$ cat src/rtl/fetch_pkg.sv
// Shared definitions for the instruction fetch controller: state encoding,
// PC/data widths, default halt opcode and the wrapping PC increment.
package fetch_pkg;

  localparam int PC_W   = 8;
  localparam int DATA_W = 8;

  localparam logic [1:0] ST_IDLE   = 2'd0;
  localparam logic [1:0] ST_FETCH  = 2'd1;
  localparam logic [1:0] ST_HALTED = 2'd2;

  typedef enum logic [1:0] {
    S_IDLE   = ST_IDLE,
    S_FETCH  = ST_FETCH,
    S_HALTED = ST_HALTED
  } fetch_state_t;

  localparam logic [DATA_W-1:0] DEFAULT_HALT_OPCODE = 8'hFF;

  // PC advances modulo 2^PC_W; the carry is intentionally dropped.
  function automatic logic [PC_W-1:0] pc_inc(input logic [PC_W-1:0] cur);
    return cur + {{(PC_W-1){1'b0}}, 1'b1};
  endfunction

endpackage

$ cat src/rtl/fetch_controller.sv
// Instruction fetch controller: drives the memory PC, holds one fetched word
// for the decoder with valid/ready handshake. Macro FETCH_HALT_OPCODE_EN makes
// a captured HALT_OPCODE stop fetch.
module fetch_controller
  import fetch_pkg::*;
#(
  parameter logic [PC_W-1:0]   RESET_PC    = 8'd0,
  parameter logic [DATA_W-1:0] HALT_OPCODE = DEFAULT_HALT_OPCODE
) (
  input  logic              clk,
  input  logic              rst_n,
  input  logic              start,
  input  logic              halt,
  input  logic              branch_valid,
  input  logic [PC_W-1:0]   branch_target,
  output logic [PC_W-1:0]   pc,
  input  logic [DATA_W-1:0] instruction,
  output logic [DATA_W-1:0] instr_out,
  output logic [PC_W-1:0]   instr_pc,
  output logic              instr_valid,
  input  logic              instr_ready,
  output logic              halted
);

`ifdef FETCH_HALT_OPCODE_EN
  localparam bit OPC_HALT_EN = 1'b1;
`else
  localparam bit OPC_HALT_EN = 1'b0;
`endif

  fetch_state_t      state_q, state_d;
  logic [PC_W-1:0]   pc_d;
  logic [DATA_W-1:0] instr_out_d;
  logic [PC_W-1:0]   instr_pc_d;
  logic              instr_valid_d;
  logic              drain;
  logic              capture;
  logic              halt_on_opc;

  assign drain       = instr_valid && instr_ready;
  assign capture     = !instr_valid || instr_ready;
  assign halt_on_opc = OPC_HALT_EN && (instruction == HALT_OPCODE);

  // Next-state: branch beats halt, halt beats capture.
  always_comb begin
    state_d       = state_q;
    pc_d          = pc;
    instr_out_d   = instr_out;
    instr_pc_d    = instr_pc;
    instr_valid_d = instr_valid;
    case (state_q)
      S_IDLE: begin
        if (branch_valid) pc_d = branch_target;
        if (drain) instr_valid_d = 1'b0;
        if (halt) state_d = S_HALTED;
        else if (start) state_d = S_FETCH;
      end
      S_FETCH: begin
        if (branch_valid) begin
          pc_d          = branch_target;
          instr_valid_d = 1'b0;
          if (halt) state_d = S_HALTED;
        end else if (halt) begin
          if (drain) instr_valid_d = 1'b0;
          state_d = S_HALTED;
        end else if (capture) begin
          instr_out_d   = instruction;
          instr_pc_d    = pc;
          instr_valid_d = 1'b1;
          // A halt opcode is delivered but the PC stays on it.
          if (halt_on_opc) state_d = S_HALTED;
          else pc_d = pc_inc(pc);
        end
      end
      S_HALTED: begin
        if (drain) instr_valid_d = 1'b0;
        if (start && !halt) state_d = S_FETCH;
      end
      default: state_d = S_IDLE;
    endcase
  end

  // State register: every output is a flop, all cleared by reset.
  always_ff @(posedge clk) begin
    if (!rst_n) begin
      state_q     <= S_IDLE;
      pc          <= RESET_PC;
      instr_out   <= '0;
      instr_pc    <= '0;
      instr_valid <= 1'b0;
      halted      <= 1'b0;
    end else begin
      state_q     <= state_d;
      pc          <= pc_d;
      instr_out   <= instr_out_d;
      instr_pc    <= instr_pc_d;
      instr_valid <= instr_valid_d;
      halted      <= (state_d == S_HALTED);
    end
  end

endmodule
$ cat config.mk
export PLATFORM = sky130hd
export DESIGN_NAME = fetch_controller
export DESIGN_NICKNAME = d
export VERILOG_FILES = /design/src/rtl/fetch_pkg.sv /design/src/rtl/fetch_controller.sv
export SDC_FILE = /design/constraint.sdc
export NUM_CORES = 1
export LEC_CHECK = 0
export CAP_MARGIN = 0
export CORE_ASPECT_RATIO = 2
export CORE_UTILIZATION = 36
export CTS_CLUSTER_DIAMETER = 60
export DETAILED_ROUTE_END_ITERATION = 12
export DONT_BUFFER_PORTS = 1
export GPL_TIMING_DRIVEN = 0
export SYNTH_ARGS = -nofsm -noshare
export SYNTH_HDL_FRONTEND = slang
export SYNTH_SLANG_ARGS = --single-unit
$ cat constraint.sdc
create_clock -name clk -period 5.6 [get_ports clk]
set_input_delay 0.28 -clock clk [delete_from_list [all_inputs] [get_ports clk]]
set_output_delay 0.28 -clock clk [all_outputs]
set_load 0.05 [all_outputs]
==> impl_metrics.py, run 1 <==
metrics = {
    "run_status": {
        "status": "completed",
    },
    "detailed_routing": {
        "drc_errors": 0,
        "num_vias": 955,
        "firstDrtPassIters": 4,
        "met2_length_um": 1470,
        "wl_met3_um": 168,
        "drtIter0Drc": 14,
        "avgRoutedWirePerCell_um": 16.0,
        "wl_met1_um": 969,
        "wl_um": 2670,
        "top_layer": "met4",
        "ant_nets": 0,
        "vias_per_cell": 5.72,
    },
    "power": {
        "p_per_area_mw_per_mm2": 323,
        "worst_ir_drop_vdd_mv": 0.169,
        "cellLeakagePower_nw": 0.446,
    },
    "clock_network": {
        "clkLatencyLatePin_ns": 0.28,
        "cts_tree": "yes",
        "clk_pin_slew_ns": 0.10,
        "htreeDepth": 1,
        "ctsResizeCount": 0,
        "clk_path_buf_depth": 2,
        "root_buffer": "clkbuf_8",
        "ctsHoldBuffers": 0,
        "numCtsBuffers": 3,
        "clock_sinks": 28,
        "post_cts_buffers": 0,
    },
    "logic_synthesis": {
        "ys_seq_area_share_pct": 46.0,
        "netlist_top_cells_area": "dfxtp_1 (46%), mux2i_1 (13%), nor2_1 (6.8%), nand2_1 (3.7%), a21oi_1 (3.3%)",
        "syn_area_per_cell_um2": 9.23,
        "synth_top_family_by_area": "simple AND/OR/NAND/NOR gates",
        "postSynthCellCount": 132,
        "synth_cell_types": 32,
        "yosys-top-cells-count": "dfxtp_1 (28), nor2_1 (22), mux2i_1 (16), nand2_1 (12), a21oi_1 (8)",
        "synth_top_cell_area_share_pct": 46.0,
        "synthSimpleGateAreaFrac_pct": 20.6,
        "synth_xor_area_share_pct": 0,
        "synth_seq_cells": 28,
        "syn_area_mm2": 0.00122,
        "synth_adder_area_share_pct": 1.03,
        "synthFlopType": "dfxtp_1",
        "synth_mux_area_share_pct": 13.1,
        "synth_most_common_cell": "dfxtp_1",
        "yosysTopAreaCell": "dfxtp_1",
        "synth-edff-count": 0,
        "async_flop_share_pct": 0,
        "synth-compound-area-share_pct": 15.1,
        "ys_warn_count": 0,
        "synth_nets": 155,
    },
    "worst_setup_path": {
        "rr_startpoint": "instr_valid$_SDFFE_PN0P_",
        "crit_path_start": "instr_valid$_SDFFE_PN0P_",
        "cp-start-kind": "flip-flop",
        "critPathArrivalTime_ns": 2.27,
        "rr_worst_depth": 5,
        "critPathRequiredTime_ns": 5.80,
        "crit_type": "flip-flop to flip-flop",
        "endpoint_kind": "flip-flop",
        "critPathMaxFanout": 10,
        "worstSetupEndpoint": "pc[7]$_SDFFE_PN0P_",
        "reg2reg_to": "pc[7]$_SDFFE_PN0P_",
        "ff2ff_setup_slack_ns": 3.53,
    },
    "timing": {
        "hold_viol": 0,
        "slew_headroom_pct": 52.3,
        "max_freq_mhz": 484,
        "min_period_ns": 2.07,
        "setup_viol": 0,
        "worst_slack_ns": 3.53,
        "rsz0062_at_grt": "no",
        "tightest_slew_ns": 0.714,
        "setup_tns_ns": 0,
        "maxSlewViolCount": 0,
        "final.setup_skew_ns": 0.00810,
        "min_period_over_period_pct": 36.9,
    },
    "grt": {
        "grt_pass1_wl_um": 4290,
        "antenna_found_initial": 0,
        "grt_usage_pct": 15.4,
        "grt_max_degree": 17,
        "overflow": 0,
        "grt_pass1_vias": 919,
    },
    "floorplanning": {
        "core_area_mm2": 0.00319,
        "die_height_um": 84.3,
        "initial_core_util_pct": 38.2,
        "die_width_um": 43.1,
        "die_area_mm2": 0.00364,
        "rows": 29,
        "ios": 48,
    },
    "placed_design": {
        "place_ws_ns": 3.53,
        "routabilityCongestion": 0.843,
        "dp_hpwl_um": 2060,
        "portBuffers": 0,
    },
    "min_path": {
        "hp-start": "halt",
        "hold_class": "input port to flip-flop",
    },
    "final_layout": {
        "final_layout_size_suffix_gt1_share_pct": 6.62,
        "regArea_um2": 561,
        "area_delta_synth_final_pct": 9.03,
        "nets": 160,
        "fillCellCount": 323,
        "multi_input_area_um2": 608,
        "insertedDiodeCount": 0,
    },
    "run": {
        "maxCapViolations": 0,
    },
}
==> logic make-up (layout without fill, tap and decap cells) <==
family / Yosys count / count (layout)
buffers and inverters: 10 / 14
flip-flops: 28 / 28
adder cells (fa/ha/maj): 1 / 1
multiplexers: 16 / 16
AO/OA/AOI/OAI: 25 / 25
AND/OR/NAND/NOR: 52 / 52
==> layer usage <==
layer,vias up,global-route usage [%]
li1,478,-
met1,431,14.9
met2,41,28.2
met3,5,3.66
met4,0,8.26
met5,-,0
==> cell type report <==
class / instances / area share, %
plain buffers: 6 / 2.64
clock buffers: 3 / 3.11
clock inverters: 1 / 2.26
inverters: 4 / 1.13
multi-input cells: 94 / 45.8
flip-flops and latches: 28 / 42.2
well taps: 31 / 2.92
==> worst min path at each step <==
stage	to	slack, ns	cells past startpoint
3_5_place_dp	state_q[0]$_SDFF_PN0_	0.36	1
5_1_grt	state_q[0]$_SDFF_PN0_	0.05	1
3_3_place_gp	state_q[0]$_SDFF_PN0_	0.36	1
6_report	state_q[0]$_SDFF_PN0_	0.06	1
4_1_cts	state_q[0]$_SDFF_PN0_	0.06	1
2_1_floorplan	state_q[0]$_SDFF_PN0_	0.36	1
==> state kept, by name, summed over array words and instances (netlist names) <==
| register | count |
|---|---|
| instr_out | 8 |
| instr_pc | 8 |
| halted | 1 |
| state_q | 2 |
| pc | 8 |
| instr_valid | 1 |
==> through the flow <==
stage	power [mW]	cell area (um2)	hold slack, ns	utilization [%]	cells
after floorplan	0.266	1220	0.359	-	132
after global placement	0.274	1260	0.361	39.4	163
after detailed placement	0.275	1260	0.362	39.4	163
after CTS	0.433	1330	0.0570	41.6	167
after global routing	0.445	1330	0.0520	41.6	167
final	0.429	1330	0.0579	41.6	167
==> where the power goes <==
| part | internal [mW] | switching, mW |
|---|---|---|
| Sequential | 0.207 | 0.0346 |
| Combinational | 0.0122 | 0.0163 |
| Clock | 0.0959 | 0.0632 |
| Total | 0.315 | 0.114 |
==> layout by cell type, fill, tap and decap left out, drive strengths merged <==
cell type	n
a21oi	8
nand3	4
o211ai	1
buf	2
o22ai	1
a21boi	1
nand2	12
inv	4
or3b	1
nand3b	1
clkbuf	7
ha	1
nor2b	2
o21a	1
dfxtp	28
a211oi	3
o2bb2ai	1
bufinv	1
o221a	1
nor2	22
a311oi	3
nand2b	3
mux2i	16
nor3	3
nor4	1
o21ai	1
and4	1
o31ai	1
nor3b	2
o32ai	3
==> worst max-delay path: stages (launching register included) <==
cell and delay (ns):
dfxtp_1 0.50, nor2b_1 0.27, o32ai_2 0.49, clkbuf_1 0.42, a21oi_1 0.12, nor3_1 0.18
Power figures use the tool's default switching activity.
==> inputs of run 2 (changes only) <==
==> constraint.sdc (replaced) <==
create_clock -name clk -period 1.8 [get_ports clk]
set_input_delay 0.09 -clock clk [delete_from_list [all_inputs] [get_ports clk]]
set_output_delay 0.09 -clock clk [all_outputs]
set_load 0.05 [all_outputs]
==> impl_metrics.py, run 2 (synthesis gave the netlist of run 1 again) <==
metrics = {
    "placed_design": {
        "portBuffers": 0,
        "dp_hpwl_um": 2060,
        "routabilityCongestion": 0.843,
    },
    "detailed_routing": {
        "avgRoutedWirePerCell_um": 15.9,
        "vias_per_cell": 5.64,
        "drtIter0Drc": 9,
        "wl_um": 2980,
        "ant_nets": 0,
        "drc_errors": 0,
        "firstDrtPassIters": 4,
        "num_vias": 1055,
    },
    "worst_setup_path": {
        "critPathArrivalTime_ns": 1.91,
        "endpoint_kind": "flip-flop",
        "critPathRequiredTime_ns": 1.96,
        "critPathMaxFanout": 6,
        "cp-start-kind": "flip-flop",
        "crit_type": "flip-flop to flip-flop",
    },
    "final_layout": {
        "final_cell_mix": "nor2_1 (22), dfxtp_1 (21), mux2i_1 (15), dlygate4sd3_1 (14), nand2_1 (12)",
        "area_delta_synth_final_pct": 29.4,
        "reg_top3": "instr_out x8, instr_pc x8, pc x8",
        "fillCellCount": 305,
        "multi_input_area_um2": 626,
        "postLayoutCoreUtil_pct": 49.4,
        "insertedDiodeCount": 0,
        "final_layout_size_suffix_gt1_share_pct": 16.0,
        "nets": 180,
        "regArea_um2": 574,
        "final_common_cell": "nor2_1",
    },
    "power": {
        "switchingPower_mw": 0.362,
        "cellLeakagePower_nw": 0.553,
        "p_seq_share_pct": 54.8,
        "p_per_area_mw_per_mm2": 871,
        "clockPowerShare_pct": 35.8,
        "worst_ir_drop_vdd_mv": 0.527,
        "swShare_pct": 26.4,
        "comb_power_share_pct": 9.4,
        "internal_power_mw": 1.01,
    },
    "floorplanning": {
        "die_area_mm2": 0.00364,
        "die_width_um": 43.1,
        "ios": 48,
        "die_height_um": 84.3,
        "core_area_mm2": 0.00319,
        "initial_core_util_pct": 38.2,
        "rows": 29,
    },
    "grt": {
        "overflow": 0,
        "grt_pass1_vias": 1016,
        "grt_pass1_wl_um": 4630,
        "grt_max_degree": 17,
        "grt_usage_pct": 16.6,
        "antenna_found_initial": 0,
    },
    "timing": {
        "tightest_slew_ns": 0.638,
        "slew_headroom_pct": 57.4,
        "maxSlewViolCount": 0,
        "holdWs_ns": 0.00279,
        "rsz0062_at_grt": "yes",
        "min_period_ns": 1.75,
        "setup_viol": 0,
        "final.setup_skew_ns": 0.00741,
        "hold_viol": 0,
        "min_period_over_period_pct": 97.3,
        "max_freq_mhz": 571,
        "setup_tns_ns": 0,
    },
    "clock_network": {
        "cts_tree": "yes",
        "clock_sinks": 28,
        "clk_pin_slew_ns": 0.09,
        "root_buffer": "clkbuf_8",
        "clk_path_buf_depth": 2,
        "clkLatencyLatePin_ns": 0.28,
        "htreeDepth": 1,
        "numCtsBuffers": 3,
    },
    "run_status": {
        "status": "completed",
    },
    "min_path": {
        "hold_class": "input port to flip-flop",
    },
    "run": {
        "maxCapViolations": 0,
    },
}
run 2: changes by cell type in the layout (fill, tap and decap cells not counted), moves of 2 or more:
cell | previous run | this run
dfxtp_1 | 28 | 21
buf_4 | 0 | 4
dlygate4sd3_1 | 0 | 14
buf_6 | 0 | 2
dfxtp_2 | 0 | 5
dfxtp_4 | 0 | 2
run 2: metrics by stage:
stage	cell area (um2)	total power, mW	instances	worst slack [ns]
after floorplan	1220	0.829	132	0.0184
after global placement	1260	0.853	163	-0.238
after detailed placement	1260	0.856	163	-0.271
after CTS	1500	1.38	182	0.00807
after global routing	1580	1.43	187	-0.0408
final	1580	1.37	187	0.0484
run 2: timing repair:
item                                    in CTS  in global routing
buffers inserted                             1                  4
cloned                                       0                  1
pin swaps                                    1                  5
resized for setup                            7                 12
hold endpoints to repair                    15                  0
hold buffers                                14                  0
endpoints found under the setup margin      24                 19
run 2: power groups by stage:
stage | Combinational, mW | Sequential (mW) | Clock, mW
after floorplan | 0.0741 | 0.755 | 0
after global placement | 0.0872 | 0.765 | 0
after detailed placement | 0.0899 | 0.767 | 0
after CTS | 0.119 | 0.754 | 0.504
after global routing | 0.143 | 0.758 | 0.527
final | 0.129 | 0.752 | 0.492
run 2: metal layers:
layer / track usage [%] / vias up / wire (um)
met5: 0 / - / 0
met1: 16.1 / 484 / 1050
met2: 30.9 / 45 / 1690
li1: - / 519 / -
met4: 8.26 / 0 / 76
met3: 3.44 / 7 / 161
run 2: worst paths after layout:
check	startpoint	to	slack [ns]	cells after the start
worst min-delay path	rst_n	pc[6]$_SDFFE_PN0P_	0.003	2
worst max register to register	state_q[0]$_SDFF_PN0_	instr_pc[4]$_SDFFE_PN0P_	0.05	6
worst min register to register	state_q[1]$_SDFF_PN0_	state_q[1]$_SDFF_PN0_	0.58	2
worst max-delay path	state_q[0]$_SDFF_PN0_	instr_pc[4]$_SDFFE_PN0P_	0.05	6
run 2: area by class of cell:
class,count,area share (%)
plain buffers,6,2.86
clock buffers,3,2.62
clock inverters,1,1.90
inverters,4,0.952
multi-input cells,94,39.7
flip-flops and latches,28,36.4
well taps,31,2.46
repair buffers,20,13.1
run 2: worst max-delay path: stages, from the launching register on:
cell and delay, ns:
dfxtp_4 0.37, or3b_4 0.37, buf_6 0.13, nor3_4 0.29, buf_6 0.19, mux2i_1 0.19
nor2_1 0.07
